File: src/rtl/uart_rx.sv
`default_nettype none
// ---------------------------------------------------------------------------
// uart_rx : 16x-oversampled UART receiver, LSB first, one stop bit.
// Revision 1.0
// ---------------------------------------------------------------------------
module uart_rx #(
  parameter int DATA_BITS = 8
) (
  input  logic                 clk,
  input  logic                 rst,
  input  logic                 tick16,
  input  logic                 rx,
  output logic [DATA_BITS-1:0] dout,
  output logic                 valid,
  output logic                 frame_err,
  output logic                 busy
);

  localparam int c_CNT_W = $clog2(DATA_BITS + 1);
  localparam logic [c_CNT_W-1:0] c_LAST_BIT = c_CNT_W'(DATA_BITS - 1);

  typedef enum logic [2:0] {
    S_IDLE  = 3'd0,
    S_START = 3'd1,
    S_DATA  = 3'd2,
    S_STOP  = 3'd3,
    S_BREAK = 3'd4
  } state_t;

  state_t               state_q;
  logic [3:0]           sub_q;
  logic [c_CNT_W-1:0]   bit_cnt_q;
  logic [DATA_BITS-1:0] shreg_q;
  logic [DATA_BITS-1:0] dout_q;
  logic                 valid_q;
  logic                 frame_err_q;
  logic                 busy_q;
  logic                 rx_meta_q;
  logic                 rx_s_q;

  // Synchronizer presets to the idle level so reset never fakes a start edge.
  always_ff @(posedge clk or posedge rst) begin
    if (rst) begin
      rx_meta_q <= 1'b1;
      rx_s_q    <= 1'b1;
    end else begin
      rx_meta_q <= rx;
      rx_s_q    <= rx_meta_q;
    end
  end

  always_ff @(posedge clk or posedge rst) begin
    if (rst) begin
      state_q     <= S_IDLE;
      sub_q       <= 4'd0;
      bit_cnt_q   <= '0;
      shreg_q     <= '0;
      dout_q      <= '0;
      valid_q     <= 1'b0;
      frame_err_q <= 1'b0;
      busy_q      <= 1'b0;
    end else begin
      valid_q     <= 1'b0;
      frame_err_q <= 1'b0;
      case (state_q)
        S_IDLE: begin
          sub_q <= 4'd0;
          if (!rx_s_q) begin
            state_q <= S_START;
            busy_q  <= 1'b1;
          end else begin
            busy_q  <= 1'b0;
          end
        end
        S_START: begin
          if (tick16) begin
            if (sub_q == 4'd7) begin
              if (!rx_s_q) begin
                sub_q     <= 4'd0;
                bit_cnt_q <= '0;
                state_q   <= S_DATA;
              end else begin
                sub_q   <= 4'd0;
                busy_q  <= 1'b0;
                state_q <= S_IDLE;
              end
            end else begin
              sub_q <= sub_q + 4'd1;
            end
          end
        end
        S_DATA: begin
          if (tick16) begin
            sub_q <= sub_q + 4'd1;
            if (sub_q == 4'd15) begin
              shreg_q   <= {rx_s_q, shreg_q[DATA_BITS-1:1]};
              bit_cnt_q <= bit_cnt_q + c_CNT_W'(1);
              if (bit_cnt_q == c_LAST_BIT) begin
                state_q <= S_STOP;
              end
            end
          end
        end
        S_STOP: begin
          if (tick16) begin
            sub_q <= sub_q + 4'd1;
            if (sub_q == 4'd15) begin
              if (rx_s_q) begin
                dout_q  <= shreg_q;
                valid_q <= 1'b1;
                busy_q  <= 1'b0;
                state_q <= S_IDLE;
              end else begin
                frame_err_q <= 1'b1;
                state_q     <= S_BREAK;
              end
            end
          end
        end
        S_BREAK: begin
          // Stay busy until the line recovers; a low line here is not a start.
          if (rx_s_q) begin
            sub_q   <= 4'd0;
            busy_q  <= 1'b0;
            state_q <= S_IDLE;
          end
        end
        default: begin
          sub_q   <= 4'd0;
          busy_q  <= 1'b0;
          state_q <= S_IDLE;
        end
      endcase
    end
  end

  assign dout      = dout_q;
  assign valid     = valid_q;
  assign frame_err = frame_err_q;
  assign busy      = busy_q;

endmodule
`default_nettype wire

File: config.mk
export PLATFORM = sky130hd
export DESIGN_NAME = uart_rx
export DESIGN_NICKNAME = d
export VERILOG_FILES = /design/src/rtl/uart_rx.sv
export SDC_FILE = /design/constraint.sdc
export NUM_CORES = 1
export LEC_CHECK = 0
export BUFFER_PORTS_ARGS = -buffer_cell sky130_fd_sc_hd__buf_4
export CAP_MARGIN = 20
export CORE_MARGIN = 3
export CORE_UTILIZATION = 32
export CTS_CLUSTER_SIZE = 16
export DETAILED_ROUTE_END_ITERATION = 16
export GPL_TIMING_DRIVEN = 0
export PLACE_DENSITY = 0.62
export SYNTH_ARGS = -nofsm -noshare
export SYNTH_HDL_FRONTEND = slang
export SYNTH_SLANG_ARGS = --single-unit
File: constraint.sdc
create_clock -name clk -period 1.6 [get_ports clk]
set_input_delay 0.32 -clock clk [delete_from_list [all_inputs] [get_ports clk]]
set_output_delay 0.32 -clock clk [all_outputs]
set_load 0.05 [all_outputs]
After elaboration in Yosys (flattened, before gate mapping)
Cells that the tools add are included.
- register bits after elaboration: 32
- word-level logic and storage cells: 77
- reductions and logical operators: 9
- bitwise logic cells: 1
- muxes and demuxes: 37
- equal/unequal tests: 18
- $add $sub $neg: 2
- operators with widths (cell ; number):
    $mux W4 ; 9
    $mux W3 ; 10
    $ne A2 B2 Y1 const B ; 10
    $pmux W3 S5 ; 1
    $mux W1 ; 13
    $pmux W4 S3 ; 1
    $reduce_and A9 Y1 ; 1
    $add A4 B1 Y4 const B ; 2
    $eq A4 B3 Y1 const B ; 2
    $pmux W4 S2 ; 1
    $eq A3 B2 Y1 const B ; 2
    $reduce_and A3 Y1 ; 2
    $reduce_and A6 Y1 ; 1
    $pmux W1 S5 ; 1
    $reduce_and A5 Y1 ; 1
    $eq A4 B4 Y1 const B ; 1
    $reduce_and A4 Y1 ; 1
    $eq A3 B1 Y1 const B ; 1
    $eq A3 B3 Y1 const B ; 1
    $logic_not A3 Y1 ; 1
    $mux W2 ; 1
    $ne A2 B1 Y1 const B ; 1
    $reduce_bool A2 Y1 ; 1
    $reduce_or A2 Y1 ; 1
    $not A1 Y1 ; 1

Logic depth before layout (Yosys ltp)
Gate-level depths: netlist of the first run.
- depth after elaboration: 5
- depth in mapped cells: 5

Worst setup path after synthesis of the first run
No wires, ideal clock.
- path type: register to register
- start point: reg sub_q[3]
- end point: reg bit_cnt_q[2]
- buffers on the path: 1
- data arrival time: 1.548 ns
- stages on the path, launching flop included: 6
- slack: -0.069 ns
- clock period less this slack: 1.669 ns
- setup time: 0.121 ns
- cells stage by stage: dfrtp_1 > buf_6 > or4b_4 > a211oi_4 > o21ai_0 > o2bb2ai_1
- cells in the longest elaborated chain, start to end: 3
- ends and longest elaborated chain (what ; RTL line ; source):
    start: declaration ; 31 ; logic [3:0] sub_q;
    start signal: assignment ; 88 ; sub_q <= sub_q + 4'd1;
    start signal: assignment ; 94 ; sub_q <= sub_q + 4'd1;
    start signal: assignment ; 106 ; sub_q <= sub_q + 4'd1;
    $eq A4 B4 Y1 or $eq A4 B3 Y1 (tied branches) ; 95, 77 ;
    $ne A2 B2 Y1 (no source line) ; - ;
    $reduce_and A6 Y1 (no source line) (*) ; - ;
    end signal: assignment ; 97 ; bit_cnt_q <= bit_cnt_q + c_CNT_W'(1);
    end: declaration ; 32 ; logic [c_CNT_W-1:0] bit_cnt_q;
Every way passes the cells marked *; elsewhere a longest branch is shown, timed or not.
A chain may end at the register's enable or synchronous reset.

Worst setup path in the final report of the first run
- start point: reg state_q[1]
- end point: reg bit_cnt_q[1]
- cells in the longest elaborated chain, start to end: 3
- ends and longest elaborated chain (what ; RTL line ; source):
    start: declaration ; 30 ; state_t state_q;
    start signal: assignment ; 54 ; state_q <= S_IDLE;
    start signal: assignment ; 69 ; state_q <= S_START;
    start signal: assignment ; 81 ; state_q <= S_DATA;
    $eq A3 B1 Y1 or $eq A3 B2 Y1 (tied branches) ; 65 ; case (state_q)
    $ne A2 B2 Y1 (no source line) or $reduce_bool A2 Y1 (tied branches) ; - ;
    $reduce_and A6 Y1 (no source line) ; - ;
Parallel ways exist; a longest one is shown, timed or not.

==> metrics.md, run 1 <==
| Metric | Value |
|---|---|
| # H-tree levels | 2 |
| Combinational Power Share | 0.278 |
| Crit Path Class | flip-flop to flip-flop |
| Tightest Pin Transition | 0.491 ns |
| Global-route wire length before repair | 4890 µm |
| Max Clk Rate | 582 MHz |
| Final Cycle Share | 1.07 |
| Flops & latches, synth | 32 |
| Vias in the first global route | 1036 |
| Slack of the critical path | -0.118 ns |
| Drt drc | 0 |
| Initial antenna violation count | 0 |
| Port Buffer Count | 14 |
| HPWL after DPL | 1930 µm |
| Tot Pwr | 0.00240 W |
| Min-Delay Path Class | primary input to async pin |
| Die H | 73.8 µm |
| Fill count | 416 |
| Clk buf depth | 2 |
| Final hold viol count | 0 |
| Slew Viols, Final | 0 |
| CTS tree | done |
| Cts hold-fix bufs | 0 |
| Synthesized area | 1470 µm² |
| GRT Util Overall | 0.118 |
| Design area | 1920 µm² |
| Worst-path clk slew | 0.07 ns |
| Ant diodes | 0 |
| Cell Area, Placed | 1680 µm² |
| Rel. slew slack | 0.672 |
| TritonCTS Buffers | 5 |
| Worst EP arrival | 1.89 ns |
| Unique masters post-synth | 35 |
| Largest cells by area after synthesis | dfrtp_1 (51%), mux2_2 (12%), dfstp_2 (3.6%), o21ai_0 (3.4%), nand2b_1 (2.1%) |
| Core area | 4380 µm² |
| Outcome | finished with violations |
| Worst skew pair latency | 0.28 ns |
| Synthesis-to-layout area growth | 30.3% |
| Max cap viols | 0 |
| Rows | 24 |
| Dominant cell type by area after synthesis | dfrtp_1 |
| Drt pass-1 iters | 4 |
| CP Max Fanout | 6 |
| Sequential cell fraction of total power | 0.404 |
| Nature of the critical path startpoint | flip-flop |
| Root buffer selected by CTS | clkbuf_8 |
| Clock sinks | 32 |
| Leakage | 0.892 nW |
| Total wire length | 2970 µm |
| Largest net degree at the start of global routing | 24 |
| Mean Syn Cell Area | 11.8 µm² |
| Pwr Density | 1250 nW/µm² |
| Syn_nets | 131 |
| Critical path endpoint category | flip-flop |
| GR Overflow Total | 0 |
| Max VDD drop | 708 µV |
| # IOs | 15 |
| Vias post-DR | 1079 |
| Initial Util | 0.336 |
| Die area | 5450 µm² |
| TNS Setup | -0.422 ns |
| Clock share of power | 0.317 |
| Vias per cell | 5.21 |
| Unrepaired setup endpoints after global routing | true |
| Failing checks | negative setup slack |
| Sw Share | 0.317 |
| CP required | 1.78 ns |
| Area fraction of the dominant cell type after synthesis | 0.510 |
| Synth warnings | 0 |
| Sw power | 0.000761 W |
| Post-synthesis sequential area ratio | 0.546 |
| Crit path time final | 1.72 ns |
| Gp weighted congestion | 0.822 |
| DR WL/cell | 14.3 µm |
| 1st-iter DRT viols | 63 |
| Synth Instances | 125 |
| Final nets | 160 |
| Die Wd | 73.8 µm |
| Count of final setup violators | 4 |
| Layout cells sized above 1 | 0.419 |
| Clock Skew | 0.00422 ns |
| Int Power | 0.00164 W |
| Pre-CTS setup slack | -0.277 ns |
| Antenna Violating Nets Remaining | 0 |
==> metrics by stage <==
stage / util / std cells / hold WS, ns
2_1_floorplan: - / 125 / 0.324
3_3_place_gp: 0.377 / 191 / 0.346
3_5_place_dp: 0.383 / 192 / 0.347
4_1_cts: 0.418 / 202 / 0.0646
5_1_grt: 0.437 / 207 / 0.0852
6_report: 0.437 / 207 / 0.0596
==> routing by layer <==
| layer | share of wire | vias to the layer above | GRT usage | wire length, µm |
|---|---|---|---|---|
| met5 | 0 | - | 0 | 0 |
| met4 | 0.0057 | 0 | 0.0543 | 17 |
| met3 | 0.041 | 2 | 0.0315 | 122 |
| met2 | 0.50 | 22 | 0.184 | 1490 |
| met1 | 0.45 | 536 | 0.152 | 1340 |
| li1 | - | 519 | - | - |
==> state kept, by name, indices dropped and copies added (netlist names) <==
register / cells
sub_q: 4
state_q: 3
valid: 1
busy: 1
shreg_q: 8
dout: 8
rx_meta_q: 1
rx_s_q: 1
bit_cnt_q: 4
frame_err: 1
==> synth_stat cells (all sizes together) <==
library cell	count
mux2	16
a31oi	2
a311oi	1
a221o	1
dfstp	2
nand2	7
o311ai	1
o21ai	10
ha	2
o2bb2ai	2
and3	2
nor3	3
nand3	4
nor2b	1
nand4	1
a2bb2oi	1
a21oi	5
nand3b	2
nand2b	5
or3b	1
or4b	2
dfrtp	30
a211oi	1
inv	5
a31o	2
mux2i	1
o22a	1
o22ai	1
nor2	5
buf	5
nor3b	3
==> critical path: stages (launching register included) <==
cell	delay (ns)
dfrtp_1	0.43
or4b_4	0.56
a211oi_4	0.35
nor2b_1	0.08
a31o_1	0.18
==> what timing repair did <==
action | in CTS | in global routing
setup endpoints to repair | 21 | 25
cloned | 0 | 1
pin swaps | 7 | 8
setup buffers | 2 | 5
gates resized for setup | 7 | 11
==> power groups by stage <==
| stage | Combinational, W | Clock [W] | Sequential (W) |
|---|---|---|---|
| 6_report | 0.000669 | 0.000762 | 0.000972 |
| 5_1_grt | 0.000743 | 0.000811 | 0.000981 |
| 4_1_cts | 0.000641 | 0.000785 | 0.000970 |
| 3_5_place_dp | 0.000590 | 0 | 0.000978 |
| 3_3_place_gp | 0.000561 | 0 | 0.000970 |
| 2_1_floorplan | 0.000423 | 0 | 0.000996 |
==> placed cells by master (no fill, tap or decap), drive strengths merged <==
cell type	count
clkbuf	6
mux2	16
ha	2
dfrtp	30
nor3	3
nor2	5
a31oi	2
o22a	1
a211oi	1
and3	2
nand3b	2
buf	26
nand2	8
mux2i	1
inv	5
a221o	1
a31o	2
or3b	1
nand4	1
clkinv	1
nor2b	1
o21ai	10
o2bb2ai	2
nand3	4
a2bb2oi	1
nor3b	3
or4b	2
o22ai	1
o311ai	1
bufinv	1
dfstp	2
nand2b	5
a311oi	1
a21oi	5
==> path summary, 6_finish.rpt <==
| kind | startpoint | to | slack (ns) | cells past startpoint |
|---|---|---|---|---|
| min reg2reg | rx_meta_q | rx_s_q | 0.36 | 0 |
| max reg2reg | state_q[1] | bit_cnt_q[1] | -0.12 | 4 |
| min | rst | state_q[1] | 0.06 | 2 |
| max in group asynchronous | rst | valid | 1.07 | 3 |
| max | state_q[1] | bit_cnt_q[1] | -0.12 | 4 |
| min in group clk | rx | rx_meta_q | 0.14 | 1 |
==> layout make-up <==
cell class / count / area [µm²] / area share
well taps: 52 / 65.1 / 0.0339
clock buffers: 6 / 72.6 / 0.0379
repair buffers: 22 / 205 / 0.107
clock inverters: 2 / 35.0 / 0.0183
flip-flops and latches: 32 / 803 / 0.419
inverters: 5 / 18.8 / 0.00979
plain buffers: 4 / 26.3 / 0.0137
multi-input cells: 84 / 691 / 0.360
==> logic make-up after synthesis <==
kind of cell               Yosys count  share of synthesized area
AOI/OAI and AO/OA                   28                      0.132
adders and majority gates            2                     0.0170
buffers and inverters               10                     0.0340
DFF                                 32                      0.546
muxes                               17                      0.129
and+or+nand+nor                     36                      0.142
No activity file was read; power rests on OpenSTA's default activity.
==> inputs of run 2 (changes only) <==
--- a/config.mk
+++ b/config.mk
@@ -11,6 +11,7 @@
 export CORE_UTILIZATION = 32
 export CTS_CLUSTER_SIZE = 16
 export DETAILED_ROUTE_END_ITERATION = 16
+export GPL_ROUTABILITY_DRIVEN = 0
 export GPL_TIMING_DRIVEN = 0
 export PLACE_DENSITY = 0.62
 export SYNTH_ARGS = -nofsm -noshare
==> constraint.sdc (replaced) <==
create_clock -name clk -period 1.43 [get_ports clk]
set_input_delay 0.286 -clock clk [delete_from_list [all_inputs] [get_ports clk]]
set_output_delay 0.286 -clock clk [all_outputs]
set_load 0.05 [all_outputs]
==> run 2 against run 1 <==
Compared with the run above:
- the flow still finishes with violations (negative setup slack)
- critical path depth did not move
- power up 19%
- combinational power increased by 52%
- clock power is 7.3% lower
- maximum frequency grew 0.37%
==> metrics.md, run 2 (synthesized netlist as in run 1, its figures left out) <==
| Metric | Value |
|---|---|
| Outcome | finished with violations |
| Failing checks | negative setup slack |
| Ant diodes | 0 |
| 1st-iter DRT viols | 31 |
| Layout cells sized above 1 | 0.497 |
| Synthesis-to-layout area growth | 40.1% |
| Leakage | 0.954 nW |
| Min-Delay Path Class | primary input to flip-flop |
| Final nets | 170 |
| TNS Setup | -4.55 ns |
| Leading cell type in the layout, fill and taps excluded | buf_4 |
| Rel. slew slack | 0.728 |
| Vias per cell | 5.22 |
| GRT Util Overall | 0.124 |
| Critical path endpoint category | flip-flop |
| Total wire length | 3350 µm |
| Final hold viol count | 0 |
| Nature of the critical path startpoint | flip-flop |
| Root buffer selected by CTS | clkbuf_8 |
| Pre-CTS setup slack | -0.416 ns |
| DR WL/cell | 15.5 µm |
| Slew Viols, Final | 0 |
| Tightest Pin Transition | 0.407 ns |
| Clock Skew | 0.00934 ns |
| CTS tree | done |
| # H-tree levels | 2 |
| Core area | 4380 µm² |
| Pwr Density | 1380 nW/µm² |
| # IOs | 15 |
| Drt pass-1 iters | 4 |
| Fin Hold WS | 0.115 ns |
| Largest net degree at the start of global routing | 26 |
| Worst skew pair latency | 0.28 ns |
| Delay-heaviest family, CP | simple AND/OR/NAND/NOR gates |
| CP Max Fanout | 5 |
| Clk buf depth | 2 |
| Slack of the critical path | -0.281 ns |
| Rows | 24 |
| Largest stage delay on the critical path | 0.56 ns |
| Critical path buffers and inverters | 0 |
| Port Buffer Count | 14 |
| Die area | 5450 µm² |
| Placed insts | 192 |
| Worst-path clk slew | 0.07 ns |
| Vias post-DR | 1132 |
| Count of final setup violators | 24 |
| TritonCTS Buffers | 5 |
| Die H | 73.8 µm |
| Vias in the first global route | 1121 |
| GR Overflow Total | 0 |
| Crit Path Class | flip-flop to flip-flop |
| CP required | 1.60 ns |
| Final Cycle Share | 1.20 |
| Drt drc | 0 |
| Initial antenna violation count | 0 |
| HPWL after DPL | 1930 µm |
| Initial Util | 0.336 |
| Die Wd | 73.8 µm |
| Final non-filler cell total | 217 |
| Cell Chain, Critical Path | or4b_4 -> a211oi_4 -> nor2b_1 -> a31o_1 |
| Slowest CP cell | or4b_4 |
| Max cap viols | 0 |
| Clock sinks | 32 |
| Global-route wire length before repair | 5200 µm |
| Worst EP arrival | 1.88 ns |
| Max Clk Rate | 584 MHz |
| Max VDD drop | 998 µV |
| Most frequent cells in the layout | buf_4 (30), dfrtp_1 (29), mux2_2 (8), mux2_4 (8), clkbuf_8 (6) |
| Unrepaired setup endpoints after global routing | true |
| Crit path time final | 1.71 ns |
| Antenna Violating Nets Remaining | 0 |
==> run 2: changes by cell type in the layout (fill, tap and decap cells not counted), sizes merged <==
cell	before	now
clkinv	1	0
dlygate4sd3	0	1
clkbuf	6	8
buf	26	36
bufinv	1	0
nand2	8	7
==> run 2: final timing paths <==
path	startpoint	end	slack (ns)	cells after the start
max	sub_q[3]	bit_cnt_q[1]	-0.28	4
min	rx	rx_meta_q	0.11	1
max reg2reg	sub_q[3]	bit_cnt_q[1]	-0.28	4
min reg2reg	rx_meta_q	rx_s_q	0.36	0
max in group asynchronous	rst	rx_meta_q	0.35	4
min in group asynchronous	rst	sub_q[3]	0.55	3
==> run 2: metal layers <==
metal,share of wire,track usage
met3,0.035,0.0369
met2,0.53,0.201
met4,0.017,0.0604
met1,0.42,0.149
met5,0,0
==> run 2: area by class of cell <==
| class | count | area [µm²] |
|---|---|---|
| tap | 52 | 65.1 |
| sequential | 32 | 805 |
| buffer | 3 | 22.5 |
| clock buffer | 8 | 90.1 |
| multi-input combinational | 83 | 756 |
| fill | 376 | 2320 |
| inverter | 5 | 18.8 |
| timing repair buffer | 34 | 305 |
==> run 2: power by group <==
part	leakage, nW	internal, W	switching, W	total [W]
registers	0.430	0.000994	0.000125	0.00112
logic	0.478	0.000477	0.000546	0.00102
clock network	0.0455	0.000392	0.000314	0.000706
total	0.954	0.00186	0.000985	0.00285
==> run 2: repair_timing <==
item                                    in CTS  in global routing
endpoints found under the hold margin        5                  0
buffers inserted                            11                  7
hold buffers                                 1                  0
pin swaps                                    4                  9
resized for setup                           16                 22
gates cloned                                 0                  0
endpoints found under the setup margin      27                 27
==> run 2: per-stage QoR <==
stage	area, µm²	utilization	power, W
after floorplan	1510	-	0.00160
after global placement	1680	0.384	0.00172
after detailed placement	1710	0.390	0.00175
after CTS	1950	0.444	0.00258
after global routing	2060	0.470	0.00302
final	2060	0.470	0.00285
